--- src/rtl/network_run_controller.sv ---
// Sequences the spiking network core: counted, sink-flow-controlled runs with clear and sync markers.
// Only comb path is out_ready -> net_en/out_valid while running; everything else is registered state decode.
module network_run_controller #(
  parameter int RUN_WIDTH  = 16,
  parameter int CNT_WIDTH  = 32,
  parameter int CLR_CYCLES = 2
) (
  input  logic                 clk,
  input  logic                 rst,
  input  logic                 cmd_valid,
  output logic                 cmd_ready,
  input  logic [1:0]           cmd_op,
  input  logic [RUN_WIDTH-1:0] cmd_arg,
  output logic                 net_en,
  output logic                 net_clear,
  input  logic                 out_ready,
  output logic                 out_valid,
  output logic                 out_sync,
  output logic                 busy,
  output logic [CNT_WIDTH-1:0] run_count
);

  localparam int CLR_W = (CLR_CYCLES > 1) ? $clog2(CLR_CYCLES) : 1;
  localparam logic [CLR_W-1:0] CLR_INIT = CLR_W'(CLR_CYCLES - 1);

  localparam logic [1:0] IDLE  = 2'd0;
  localparam logic [1:0] RUN   = 2'd1;
  localparam logic [1:0] SYNC  = 2'd2;
  localparam logic [1:0] CLEAR = 2'd3;

  localparam logic [1:0] OP_NOP  = 2'b00;
  localparam logic [1:0] OP_RUN  = 2'b01;
  localparam logic [1:0] OP_CLR  = 2'b10;
  localparam logic [1:0] OP_SYNC = 2'b11;

  logic [1:0]           state;
  logic [RUN_WIDTH-1:0] remaining;
  logic [CLR_W-1:0]     clr_cnt;
  logic                 accept;

  assign cmd_ready = (state == IDLE);
  assign busy      = (state != IDLE);
  assign accept    = cmd_valid && cmd_ready;
  assign net_clear = (state == CLEAR);
  // A timestep only advances when the sink can take its output in the same cycle.
  assign net_en    = (state == RUN) && out_ready;
  assign out_valid = net_en || (state == SYNC);
  assign out_sync  = (state == SYNC);

  always_ff @(posedge clk) begin
    if (rst) begin
      state     <= CLEAR;
      clr_cnt   <= CLR_INIT;
      remaining <= '0;
      run_count <= '0;
    end else begin
      case (state)
        IDLE: begin
          if (accept) begin
            case (cmd_op)
              OP_RUN: begin
                if (cmd_arg != '0) begin
                  remaining <= cmd_arg;
                  state     <= RUN;
                end else begin
                  state <= SYNC;
                end
              end
              OP_CLR: begin
                clr_cnt <= CLR_INIT;
                state   <= CLEAR;
              end
              OP_SYNC: state <= SYNC;
              OP_NOP:  state <= IDLE;
              default: state <= IDLE;
            endcase
          end
        end
        RUN: begin
          if (out_ready) begin
            remaining <= remaining - RUN_WIDTH'(1);
            if (run_count != '1) run_count <= run_count + CNT_WIDTH'(1);
            if (remaining == RUN_WIDTH'(1)) state <= SYNC;
          end
        end
        SYNC: begin
          if (out_ready) state <= IDLE;
        end
        CLEAR: begin
          run_count <= '0;
          if (clr_cnt == '0) state <= IDLE;
          else clr_cnt <= clr_cnt - CLR_W'(1);
        end
        default: state <= CLEAR;
      endcase
    end
  end

endmodule

--- config.mk ---
export PLATFORM = sky130hd
export DESIGN_NAME = network_run_controller
export DESIGN_NICKNAME = d
export VERILOG_FILES = /design/src/rtl/network_run_controller.sv
export SDC_FILE = /design/constraint.sdc
export NUM_CORES = 1
export LEC_CHECK = 0
export ABC_AREA = 1
export CORE_ASPECT_RATIO = 2
export CORE_UTILIZATION = 57
export DETAILED_ROUTE_END_ITERATION = 12
export PLACE_DENSITY_LB_ADDON = 0.12
export SLEW_MARGIN = 30
export SYNTH_ARGS = -nofsm -noshare
export SYNTH_HDL_FRONTEND = slang
export SYNTH_SLANG_ARGS = --single-unit
--- constraint.sdc ---
create_clock -name clk -period 3.63 [get_ports clk]
set_input_delay 0.726 -clock clk [delete_from_list [all_inputs] [get_ports clk]]
set_output_delay 0.726 -clock clk [all_outputs]
set_load 0.05 [all_outputs]
# Yosys cells after proc, flatten, opt, wreduce, memory -nomap -nowiden
# Index checks and enable logic that the tools add are counted.
# W data, S select, Z words.
[classes]
n_reduce_logical = 14
n_addsub = 3
n_eq_ne = 17
muxes = 20
[op_table]
columns = ["cell", "n"]
rows = [
  ["$mux W16", 4],
  ["$mux W32", 2],
  ["$pmux W32 S2", 1],
  ["$add A32 B1 Y32 const B", 1],
  ["$ne A32 B32 Y1 const B", 1],
  ["$pmux W16 S2", 1],
  ["$eq A16 B1 Y1 const B", 1],
  ["$pmux W2 S4", 2],
  ["$reduce_bool A16 Y1", 1],
  ["$sub A16 B1 Y16 const B", 1],
  ["$mux W2", 6],
  ["$ne A2 B1 Y1 const B", 6],
  ["$reduce_and A5 Y1", 2],
  ["$eq A2 B2 Y1 const B", 4],
  ["$reduce_bool A2 Y1", 4],
  ["$ne A2 B2 Y1 const B", 3],
  ["$reduce_and A3 Y1", 2],
  ["$eq A2 B1 Y1 const B", 2],
  ["$logic_not A2 Y1", 2],
  ["$mux W1", 3],
  ["$logic_and A1 B1 Y1", 2],
  ["$pmux W1 S2", 1],
  ["$logic_or A1 B1 Y1", 1],
  ["$sub A1 B1 Y1 const B", 1],
]
[totals]
in_bits = 22
ff_bits = 51
word_cells = 58
out_inout_bits = 38

# Depth between registers and ports, before layout
[logic_depth]
ltp_word = 5
mapped_depth = 12
ltp_nobuf = 12

# Least setup slack after synthesis
# Ideal clock, no wire load.
[synth_timing]
path_type = "input -> output"
from = "input port out_ready"
to = "output port out_valid"
t_arrival_ps = 2214
t_required_ps = 2904
path_stages = 4
setup_slack_ps = 690
n_path_buf = 0
path_cell_list = "inv_1 nor2_1 inv_1 o21ai_0"
[synth_between]
elab_chain_cells = 2
[synth_rtl]
columns = ["element", "line", "rtl"]
rows = [
  ["from (decl)", "16", "input logic out_ready,"],
  ["$logic_and A1 B1 Y1", "46", "assign net_en = (state == RUN) && out_ready;"],
  ["via net_en", "14", "output logic net_en,"],
  ["$logic_or A1 B1 Y1", "47", "assign out_valid = net_en || (state == SYNC);"],
  ["to (decl)", "17", "output logic out_valid,"],
]
# The timed path passes the listed nets, and every way through them passes these cells.

# Worst setup path after layout
[layout_timing]
from = "input port out_ready"
to = "output port net_en"
[layout_between]
elab_chain_cells = 1
[layout_rtl]
columns = ["element", "line"]
rows = [
  ["$logic_and A1 B1 Y1", "46"],
  ["to (decl)", "14"],
]
# Every way passes these cells.

==> flow_results.xml <==
<?xml version="1.0" encoding="UTF-8"?>
<metrics>
  <group name="route">
    <metric name="wire_per_inst" unit="um">14.3</metric>
    <metric name="route.antenna.remaining_nets" unit="">0</metric>
    <metric name="via_count" unit="">3712</metric>
    <metric name="drc" unit="">0</metric>
    <metric name="drt-total-wl" unit="um">9470</metric>
    <metric name="iteration_0_drc_markers" unit="">232</metric>
    <metric name="firstDrtPassIters" unit="">5</metric>
    <metric name="routed_vias_inst" unit="">5.61</metric>
  </group>
  <group name="finish">
    <metric name="layout.cells.most_common" unit="">nand2_1</metric>
    <metric name="nets" unit="">626</metric>
    <metric name="mostFrequentLayoutCells" unit="">nand2_1 (143), nor2_1 (105), inv_1 (65)</metric>
    <metric name="area_growth" unit="%">21.6</metric>
    <metric name="post_route_cells_drive_above_1_share" unit="%">5.15</metric>
    <metric name="num_antenna_cells" unit="">0</metric>
  </group>
  <group name="cts">
    <metric name="clk_root_buffer_cell" unit="">clkbuf_8</metric>
    <metric name="tritoncts.num_buffers" unit="">5</metric>
    <metric name="worst_skew_pair.late_latency" unit="ns">0.32</metric>
    <metric name="cts_tree" unit="">built</metric>
    <metric name="cts-root-to-sink-buffers" unit="">2</metric>
    <metric name="htree_levels" unit="">2</metric>
    <metric name="number_of_hold_repair_buffers_added_at_the_cts_stage" unit="">0</metric>
    <metric name="cts.sink_count" unit="">51</metric>
    <metric name="post_cts_resize_count" unit="">0</metric>
    <metric name="cts_post_setup_buffers_inserted" unit="">0</metric>
    <metric name="clk_transition_reported_paths" unit="ns">0.09</metric>
  </group>
  <group name="setup_path">
    <metric name="cp_common_cell" unit="">clkdlybuf4s50_1</metric>
    <metric name="path_cells" unit="">clkdlybuf4s50_1 -&gt; inv_1 -&gt; nor2_1 -&gt; clkdlybuf4s50_1</metric>
    <metric name="r2r_end" unit="">run_count[22]</metric>
    <metric name="critical-path-max-stage-delay" unit="ns">0.84</metric>
    <metric name="worstSetupEndpoint" unit="">net_en</metric>
    <metric name="number_of_gates_on_the_worst_path_with_buffers_counted" unit="">4</metric>
    <metric name="crit_path_max_fanout" unit="">3</metric>
    <metric name="worst-endpoint-arrival" unit="ns">2.33</metric>
    <metric name="crit_path_top_delay_cell" unit="">clkdlybuf4s50_1</metric>
    <metric name="reg2reg_depth" unit="">12</metric>
    <metric name="setup.worst_path.class" unit="">in2out</metric>
    <metric name="timing.critical_path.from_type" unit="">input pin</metric>
    <metric name="cp_num_buf_inv" unit="">3</metric>
    <metric name="cp.required" unit="ns">2.90</metric>
    <metric name="end_kind" unit="">primary output</metric>
    <metric name="r2r_setup_slack" unit="ns">0.89</metric>
    <metric name="critical_path.startpoint" unit="">out_ready</metric>
    <metric name="critical_path.top_delay_family" unit="">buffers and inverters</metric>
    <metric name="crit-reg2reg-launch" unit="">run_count[0]</metric>
  </group>
  <group name="power">
    <metric name="cellPowerDensity" unit="mW/mm2">547</metric>
    <metric name="max-vdd-ir-drop" unit="mV">0.535</metric>
    <metric name="power" unit="mW">2.20</metric>
    <metric name="cellLeakagePower" unit="nW">1.60</metric>
  </group>
  <group name="global_routing">
    <metric name="grt_max_degree" unit="">24</metric>
    <metric name="global_route.overflow_total" unit="">0</metric>
    <metric name="number_of_global_route_vias_before_repair" unit="">3514</metric>
    <metric name="groute.usage.overall" unit="%">32.0</metric>
    <metric name="global_route_wire_length_before_repair" unit="um">15200</metric>
    <metric name="number_of_antenna_violations_at_the_first_check_in_global_routing" unit="">0</metric>
  </group>
  <group name="floorplan">
    <metric name="coreArea" unit="mm2">0.00552</metric>
    <metric name="fp.dieArea" unit="mm2">0.00611</metric>
    <metric name="top_level_ports" unit="">60</metric>
    <metric name="core.rowCount" unit="">38</metric>
    <metric name="starting_density_of_the_core" unit="%">59.8</metric>
    <metric name="dieHeight" unit="um">110</metric>
    <metric name="die_w" unit="um">55.8</metric>
  </group>
  <group name="placement">
    <metric name="final_gp_congestion" unit="">0.923</metric>
    <metric name="dp.final_hpwl" unit="um">7180</metric>
    <metric name="portBuffers" unit="">59</metric>
  </group>
  <group name="sta">
    <metric name="worst_hold_slack" unit="ns">0.501</metric>
    <metric name="totalNegativeSetupSlack" unit="ns">0</metric>
    <metric name="timing.final.max_slew_violations" unit="">0</metric>
    <metric name="finalClockSkew" unit="ns">0.00444</metric>
    <metric name="max_clock_freq" unit="GHz">0.327</metric>
    <metric name="worst_pin_slew" unit="ns">0.642</metric>
    <metric name="setup-violations-final" unit="">0</metric>
    <metric name="final.min_clock_period" unit="ns">3.06</metric>
    <metric name="grt_setup_unrepaired" unit="">false</metric>
    <metric name="rel_slew_slack" unit="%">57.1</metric>
    <metric name="fin_crit_sh" unit="%">84.3</metric>
    <metric name="timing_hold_violations_final" unit="">0</metric>
  </group>
  <group name="logic_synthesis">
    <metric name="synth_seq_area_share" unit="%">31.0</metric>
    <metric name="postSynthAreaPerCell" unit="um2">6.03</metric>
    <metric name="count_of_synthesis_stage_warnings_from_yosys" unit="">0</metric>
    <metric name="largest_cells_by_area_after_synthesis" unit="">dfxtp_1 (31%), nand2_1 (16%), nor2_1 (12%)</metric>
    <metric name="post_synthesis_instance_area" unit="mm2">0.00330</metric>
    <metric name="post-synth-top-area-cell" unit="">dfxtp_1</metric>
    <metric name="ys_ff_latch" unit="">51</metric>
    <metric name="synthCells" unit="">547</metric>
    <metric name="synth_cell_types" unit="">30</metric>
    <metric name="synth_nets" unit="">572</metric>
    <metric name="share_of_the_synthesized_area_in_the_top_cell_type" unit="%">31.0</metric>
  </group>
  <group name="status">
    <metric name="run_status" unit="">finished, final reports clean</metric>
  </group>
  <group name="job">
    <metric name="max_capacitance_violation_count" unit="">0</metric>
  </group>
  <group name="worst_hold_path">
    <metric name="holdCritPathClass" unit="">reg2reg</metric>
  </group>
</metrics>
==> worst min-delay path: stages (launching register included) <==
cell and delay [ns]:
dfxtp_1 0.34, inv_1 0.07, a21oi_1 0.05
==> cell usage after synthesis <==
| library cell | instances |
|---|---|
| nand2_2 | 4 |
| buf_1 | 2 |
| a21oi_2 | 2 |
| o211ai_1 | 1 |
| o21a_1 | 1 |
| clkbuf_1 | 6 |
| nand4_1 | 23 |
| mux2i_1 | 2 |
| o22ai_1 | 1 |
| buf_4 | 1 |
| buf_2 | 7 |
| inv_1 | 65 |
| nor2_4 | 2 |
| nor2_1 | 105 |
| nand2_1 | 143 |
| or2_2 | 1 |
| xnor2_1 | 2 |
| nand3b_1 | 6 |
| buf_6 | 2 |
| nor2_2 | 3 |
| nor3_1 | 6 |
| nand3_1 | 29 |
| inv_2 | 3 |
| o21bai_1 | 7 |
| xor2_1 | 10 |
| dfxtp_1 | 51 |
| nand3_2 | 2 |
| ha_1 | 3 |
| a21oi_1 | 35 |
| o21ai_0 | 22 |
==> layer usage <==
layer,wire [um],up-vias,global-route usage (%)
met5,0,-,0
met3,386,49,3.88
met2,5190,131,64.5
met1,3310,1692,28.5
li1,-,1840,-
met4,578,0,22.1
==> report_power, final <==
part	total, mW	internal (mW)	switching (mW)
Combinational	1.14	0.360	0.778
Sequential	0.690	0.616	0.0738
Clock	0.368	0.174	0.193
Total	2.20	1.15	1.04
==> cells by family (layout without fill, tap and decap cells) <==
group	after synthesis	count (layout)	synth area share (%)
simple gates	324	324	42.1
buf+inv	86	141	10.6
compound gates	69	69	11.4
flops	51	51	31.0
xor+xnor	12	12	3.19
fa+ha+maj	3	3	1.14
mux	2	2	0.607
==> flip-flops by register name, indices dropped and copies added (netlist names) <==
register   flops
remaining     16
state          2
run_count     32
clr_cnt        1
==> through the flow <==
step / std cells / util [%] / cell area [um2] / setup slack (ns)
floorplan: 547 / - / 3300 / 0.690
global placement: 654 / 70.9 / 3910 / 0.592
detailed placement: 654 / 70.9 / 3910 / 0.586
CTS: 662 / 72.7 / 4010 / 0.575
global route: 662 / 72.7 / 4010 / 0.497
finish: 662 / 72.7 / 4010 / 0.569
==> how the worst min path moves through the flow <==
stage,startpoint,to,cells after the start
6_report,remaining[2],remaining[2],2
3_3_place_gp,remaining[15],remaining[15],2
2_1_floorplan,remaining[11],remaining[11],2
3_5_place_dp,remaining[14],remaining[14],2
5_1_grt,remaining[2],remaining[2],2
4_1_cts,remaining[14],remaining[14],2
==> layout make-up <==
| type | instances | area, um2 |
|---|---|---|
| multi-input combinational | 410 | 1930 |
| sequential | 51 | 1020 |
| clock buffer | 8 | 100 |
| tap | 60 | 75.1 |
| fill | 493 | 1500 |
| inverter | 68 | 255 |
| timing repair buffer | 65 | 633 |
(Power assumes the default switching activity.)
